## config.mk

```make
export PLATFORM = sky130hd
export DESIGN_NAME = ov7670_capture
export DESIGN_NICKNAME = d
export VERILOG_FILES = /design/src/rtl/ov7670_pkg.sv /design/src/rtl/sync_2ff.sv /design/src/rtl/ov7670_capture.sv
export SDC_FILE = /design/constraint.sdc
export NUM_CORES = 1
export LEC_CHECK = 0
export ABC_AREA = 1
export BUFFER_PORTS_ARGS = -buffer_cell sky130_fd_sc_hd__buf_4
export CORE_ASPECT_RATIO = 0.9
export CORE_MARGIN = 3
export CORE_UTILIZATION = 55
export DETAILED_ROUTE_END_ITERATION = 10
export PLACE_DENSITY = 0.83
export SETUP_SLACK_MARGIN = 0.3
export SLEW_MARGIN = 20
export SYNTH_ARGS = -nofsm -noshare
export SYNTH_HDL_FRONTEND = slang
export SYNTH_SLANG_ARGS = --single-unit
```

## constraint.sdc

```tcl
create_clock -name clk -period 2.8 [get_ports clk]
set_input_delay 0.42 -clock clk [delete_from_list [all_inputs] [get_ports clk]]
set_output_delay 0.42 -clock clk [all_outputs]
set_load 0.01 [all_outputs]
```

## src/rtl/ov7670_pkg.sv

```systemverilog
// Shared types and constants for the OV7670 pixel capture path.
// Holds the capture FSM encoding, default frame geometries and RGB565 field positions.
package ov7670_pkg;

   typedef enum logic [1:0] {
      ST_WAIT_CFG = 2'd0,
      ST_SYNC     = 2'd1,
      ST_CAPTURE  = 2'd2
   } cap_state_e;

   localparam int VGA_H_ACTIVE  = 640;
   localparam int VGA_V_ACTIVE  = 480;
   localparam int QVGA_H_ACTIVE = 320;
   localparam int QVGA_V_ACTIVE = 240;

   localparam int RGB565_R_MSB = 15;
   localparam int RGB565_R_LSB = 11;
   localparam int RGB565_G_MSB = 10;
   localparam int RGB565_G_LSB = 5;
   localparam int RGB565_B_MSB = 4;
   localparam int RGB565_B_LSB = 0;

   // The camera sends the red/upper-green byte first.
   function automatic logic [15:0] rgb565_pack(input logic [7:0] hi, input logic [7:0] lo);
      logic [15:0] px;
      px = {hi, lo};
      return px;
   endfunction

endpackage

```

## src/rtl/sync_2ff.sv

```systemverilog
// Generic single-bit two-flop synchronizer for slow level signals
// crossing into the local clock domain.
module sync_2ff (
   input  logic clk,
   input  logic rst_n,
   input  logic din,
   output logic dout
);

   logic meta_r;
   logic sync_r;

   // Two-stage resynchronization chain.
   always_ff @(posedge clk or negedge rst_n) begin
      if (!rst_n) begin
         meta_r <= 1'b0;
         sync_r <= 1'b0;
      end else begin
         meta_r <= din;
         sync_r <= meta_r;
      end
   end

   assign dout = sync_r;

endmodule

```

## src/rtl/ov7670_capture.sv

```systemverilog
// OV7670 RGB565 capture: locks onto a full frame after configuration, assembles
// byte pairs into pixels and generates linear frame-buffer write addresses.
module ov7670_capture
   import ov7670_pkg::*;
#(
   parameter int H_ACTIVE = VGA_H_ACTIVE,
   parameter int V_ACTIVE = VGA_V_ACTIVE,
   parameter int ADDR_W   = 19
) (
   input  logic              clk,
   input  logic              rst,
   input  logic              cfg_done,
   input  logic              vsync,
   input  logic              href,
   input  logic [7:0]        d,
   output logic              wr_en,
   output logic [15:0]       wr_data,
   output logic [ADDR_W-1:0] wr_addr,
   output logic              frame_start,
   output logic              frame_done,
   output logic [7:0]        frame_cnt,
   output logic              geom_err
);

   localparam int CNT_W = 16;

   cap_state_e        state_r;
   logic              cfg_s;
   logic              vsync_r, href_r, vsync_q_r, href_q_r;
   logic [7:0]        d_r, hi_r;
   logic              phase_r, first_r;
   logic [CNT_W-1:0]  x_r, y_r;
   logic [ADDR_W-1:0] addr_r;

   logic              vsync_rise_s, vsync_fall_s, href_rise_s, href_fall_s;
   logic              capture_s, byte_s, phase_s, line_close_s, in_range_s;
   logic [CNT_W-1:0]  y_end_s;

   sync_2ff u_cfg_sync (
      .clk   (clk),
      .rst_n (rst),
      .din   (cfg_done),
      .dout  (cfg_s)
   );

   // Register the camera bus once, plus a delayed copy for edge detection.
   always_ff @(posedge clk or negedge rst) begin
      if (!rst) begin
         vsync_r   <= 1'b0;
         href_r    <= 1'b0;
         d_r       <= 8'd0;
         vsync_q_r <= 1'b0;
         href_q_r  <= 1'b0;
      end else begin
         vsync_r   <= vsync;
         href_r    <= href;
         d_r       <= d;
         vsync_q_r <= vsync_r;
         href_q_r  <= href_r;
      end
   end

   assign vsync_rise_s = vsync_r & ~vsync_q_r;
   assign vsync_fall_s = ~vsync_r & vsync_q_r;
   assign href_rise_s  = href_r & ~href_q_r;
   assign href_fall_s  = ~href_r & href_q_r;
   assign capture_s    = (state_r == ST_CAPTURE);
   assign byte_s       = capture_s & href_r & ~vsync_rise_s;
   assign phase_s      = href_rise_s ? 1'b0 : phase_r;
   // A vsync rise with href still high closes the open line before the frame ends.
   assign line_close_s = capture_s & (href_fall_s | (vsync_rise_s & href_r));
   assign y_end_s      = y_r + CNT_W'(line_close_s);
   assign in_range_s   = (x_r < CNT_W'(H_ACTIVE)) && (y_r < CNT_W'(V_ACTIVE));

   // Capture FSM, byte assembler, geometry counters and error tracking.
   always_ff @(posedge clk or negedge rst) begin
      if (!rst) begin
         state_r     <= ST_WAIT_CFG;
         hi_r        <= 8'd0;
         phase_r     <= 1'b0;
         first_r     <= 1'b0;
         x_r         <= '0;
         y_r         <= '0;
         addr_r      <= '0;
         wr_en       <= 1'b0;
         wr_data     <= 16'd0;
         wr_addr     <= '0;
         frame_start <= 1'b0;
         frame_done  <= 1'b0;
         frame_cnt   <= 8'd0;
         geom_err    <= 1'b0;
      end else begin
         wr_en       <= 1'b0;
         frame_start <= 1'b0;
         frame_done  <= 1'b0;
         if (!cfg_s) begin
            state_r <= ST_WAIT_CFG;
            phase_r <= 1'b0;
         end else begin
            case (state_r)
               ST_WAIT_CFG: state_r <= ST_SYNC;
               ST_SYNC: begin
                  if (vsync_fall_s) begin
                     state_r <= ST_CAPTURE;
                     x_r     <= '0;
                     y_r     <= '0;
                     addr_r  <= '0;
                     phase_r <= 1'b0;
                     first_r <= 1'b1;
                  end
               end
               ST_CAPTURE: begin
                  if (byte_s) begin
                     if (!phase_s) begin
                        hi_r    <= d_r;
                        phase_r <= 1'b1;
                        if (first_r) begin
                           frame_start <= 1'b1;
                           first_r     <= 1'b0;
                        end
                     end else begin
                        phase_r <= 1'b0;
                        x_r     <= x_r + CNT_W'(1);
                        if (in_range_s) begin
                           wr_en   <= 1'b1;
                           wr_data <= rgb565_pack(hi_r, d_r);
                           wr_addr <= addr_r;
                           addr_r  <= addr_r + ADDR_W'(1);
                        end else begin
                           geom_err <= 1'b1;
                        end
                     end
                  end
                  if (line_close_s) begin
                     x_r     <= '0;
                     y_r     <= y_end_s;
                     phase_r <= 1'b0;
                     if ((x_r != CNT_W'(H_ACTIVE)) || phase_s || vsync_rise_s) begin
                        geom_err <= 1'b1;
                     end
                  end
                  if (vsync_rise_s) begin
                     state_r    <= ST_SYNC;
                     frame_done <= 1'b1;
                     frame_cnt  <= frame_cnt + 8'd1;
                     if (y_end_s != CNT_W'(V_ACTIVE)) begin
                        geom_err <= 1'b1;
                     end
                  end
               end
               default: state_r <= ST_WAIT_CFG;
            endcase
         end
      end
   end

endmodule
```

==> impl_metrics.csv <==
group,metric,value,unit
run_status,status,"finished clean",
placed_design,dp_slack,0.261,ns
yosys,synth_cells,720,
pwr,power.share.clock,46.2,%
pwr,combPwrFrac,15.7,%
pwr,power.net_switching,1.46,mW
drt,drc,0,
yosys,ys_warn_count,0,
drt,drt.antenna.violating_nets,0,
setup_path,crit_path_end_kind,"flip-flop",
yosys,netlist_area,6040,sq um
drt,drtIter0Drc,503,
pwr,peakVddDrop,0.000507,V
setup_path,cp.arrival,2.65,ns
run,maxCapViolCount,0,
yosys,yosys_most_used_dff,"dfrtp_1",
sta,max_freq,427,MHz
sta,setup_slack,0.459,ns
setup_path,critPathRequiredTime,3.11,ns
pwr,p_per_area,723,nW/um^2
yosys,synth_most_common_cell,"nand2_1",
clock_tree,cts-buffers-inserted,17,
yosys,seq_area_frac_synth,51.4,%
drt,wl_per_cell,15.2,microns
die,dieWidth,116,microns
global_routing,grt_overflow_total,0,
clock_tree,clk_pin_slew,0.06,ns
global_routing,grt_pass1_wl,23.7,mm
placed_design,place_area,6560,sq um
finish,n_antenna_cell,0,
yosys,yosysTopAreaCellShare,51.4,%
clock_tree,clock-sinks,124,
drt,dr.pass1.iters,5,
yosys,yosys_register_bits,124,
setup_path,start_kind,"flip-flop",
placed_design,place_hpwl,9.65,mm
die,ios,60,
sta,tightestPinTransition,0.694,ns
yosys,async_reset_ff_share,100,%
yosys,syn_area_per_cell,8.39,sq um
setup_path,startpoint,"state_r[0]",
hold_path,worstHoldStart,"d[4]",
yosys,ys_types,42,
sta,fin_worst_skew,0.00914,ns
placed_design,port_buffers,59,
hold_path,holdCritPathClass,"in2reg",
sta,min_period,2.34,ns
die,core_area,10500,sq um
drt,totalWireLength,14.1,mm
die,start_util,57.7,%
setup_path,critPathKind,"reg2reg",
global_routing,track_usage,24.3,%
yosys,synth_edf_count,0,
die,die_h,105,microns
die,die-area,12300,sq um
global_routing,antenna_found_initial,0,
global_routing,grt_max_degree,59,
sta,setup_tns,0,ns
pwr,p_seq_share,38.1,%
drt,avgViaCountPerCell,5.55,
finish,fin_nets,812,
sta,min_period_over_period,83.6,%
drt,routed-via-count,5168,
setup_path,worstReg2RegStart,"state_r[0]",
global_routing,grt_pass1_vias,5005,
sta,setup_viol,0,
finish,drive_gt1_share,18.6,%
yosys,syn_nets,742,
finish,fin_area,7330,sq um
clock_tree,htreeDepth,4,
yosys,synth_area_leader_cell,"dfrtp_1",
pwr,leakagePower,3.56,nW
setup_path,critical_path_peak_fanout,9,
pwr,switching_share,27.6,%
yosys,yosys-top-cells-area,"dfrtp_1 (51%), nand2_1 (13%), inv_1 (4.8%), nor2_1 (3.7%), xor2_1 (3.0%)",
die,rows,35,
clock_tree,clock_path_buffers,2,
sta,slew_violations,0,
yosys,synth_common_cells,"nand2_1 (215), dfrtp_1 (124), inv_1 (78)",
sta,slew_headroom,53.7,%
clock_tree,clockRootBuffer,"clkbuf_16",
clock_tree,worstSkewPairLatency,0.42,ns
sta,rsz0062_at_grt,"true",
sta,hold_violations,0,
clock_tree,cts_tree,"yes",
placed_design,gp_routability_congestion,0.902,
pwr,p_total,5.29,mW
finish,syn2layout_area_growth,21.3,%
finish,fin_util,70.0,%
pwr,p_int,3.83,mW
==> layout by cell type (no fill, tap or decap), types with 3 or more instances in the layout <==
master,Yosys,layout
a21oi_1,14,14
buf_4,2,65
clkbuf_16,0,17
o21ai_2,7,7
nor2_4,2,3
dfrtp_1,124,124
nand2_1,215,214
ha_1,9,6
nor2_2,3,3
nand2_2,5,4
clkinvlp_4,0,4
xnor2_1,3,3
nand4_1,18,18
o22ai_1,10,10
nor3_2,4,5
xor2_1,21,21
inv_1,78,75
o21ai_1,31,32
inv_2,7,8
nand3_1,33,32
bufinv_16,0,5
nor2_1,60,59
nand2_4,1,4
nor3_1,13,12
o21ai_0,27,26
==> worst max-delay path, cell delays in order, from the launching register on <==
cell	delay, ns
dfrtp_1	0.40
inv_2	0.08
ha_2	0.20
nand3_2	0.12
inv_2	0.10
ha_4	0.16
nand3_2	0.13
nor2_4	0.24
nand3_1	0.16
o21ai_1	0.17
nand2_1	0.10
nor2_1	0.11
nand3_1	0.08
nand2_1	0.06
nand2_1	0.04
nand2_1	0.05
nand2_1	0.04
==> sequential cells by signal (all words and copies together) (netlist names) <==
name / flops
addr_r: 19
d_r: 8
first_r: 1
frame_cnt: 8
frame_done: 1
frame_start: 1
geom_err: 1
hi_r: 8
href_q_r: 1
href_r: 1
phase_r: 1
state_r: 2
u_cfg_sync.dout: 1
u_cfg_sync.meta_r: 1
vsync_q_r: 1
vsync_r: 1
wr_addr: 19
wr_data: 16
wr_en: 1
x_r: 16
y_r: 16
==> power by group through the flow <==
stage | logic (mW) | clock network, mW | registers, mW
floorplan | 0.520 | 0 | 2.05
global placement | 0.743 | 0 | 2.04
detailed placement | 0.777 | 0 | 2.05
CTS | 0.789 | 2.47 | 2.02
global route | 0.935 | 2.56 | 2.04
finish | 0.831 | 2.44 | 2.02
==> worst paths after layout <==
| check | end | slack, ns | cells past startpoint |
|---|---|---|---|
| setup / recovery | geom_err | 0.46 | 16 |
| hold / removal | d_r[4] | 0.11 | 1 |
| hold reg to reg | u_cfg_sync.dout | 0.34 | 0 |
| setup reg to reg | geom_err | 0.46 | 16 |
| min in group asynchronous | d_r[7] | 0.45 | 2 |
| max in group asynchronous | u_cfg_sync.meta_r | 1.70 | 3 |
==> cell type report <==
type                            count  area [sq um]
Clock buffer                       19           453
Clock inverter                     13           211
Fill cell                         793          3140
Inverter                           86           327
Multi-Input combinational cell    493          2540
Sequential cell                   124          3100
Tap cell                          129           161
Timing Repair Buffer               68           529
==> logic make-up after synthesis <==
group           count (synthesis)  share of synthesized area (%)
fa+ha+maj                       9                           1.86
flops                         124                           51.4
compound gates                 93                           8.51
buf+inv                       104                           7.64
mux                             1                          0.186
simple gates                  365                           26.9
xor+xnor                       24                           3.48
==> what timing repair did <==
| item | 4_1_cts | 5_1_grt |
|---|---|---|
| pin swaps | 0 | 3 |
| gates resized for setup | 1 | 19 |
| buffers inserted | 0 | 2 |
| setup endpoints to repair | 1 | 32 |
| hold buffers | 1 | 0 |
| gates cloned | 0 | 1 |
| hold endpoints to repair | 22 | 0 |
==> routing by layer <==
layer / part of all wire, % / vias to the layer above / GRT usage [%]
li1: - / 2455 / -
met1: 44 / 2485 / 33.0
met2: 48 / 202 / 37.7
met3: 6.3 / 26 / 5.05
met4: 1.8 / 0 / 10.1
met5: 0 / - / 0
==> through the flow <==
step,hold WS [ns],cells
final,0.108,932
after global routing,0.0944,932
after CTS,0.0965,929
after detailed placement,0.336,896
after global placement,0.335,896
after floorplan,0.124,720
(Power assumes the default switching activity.)
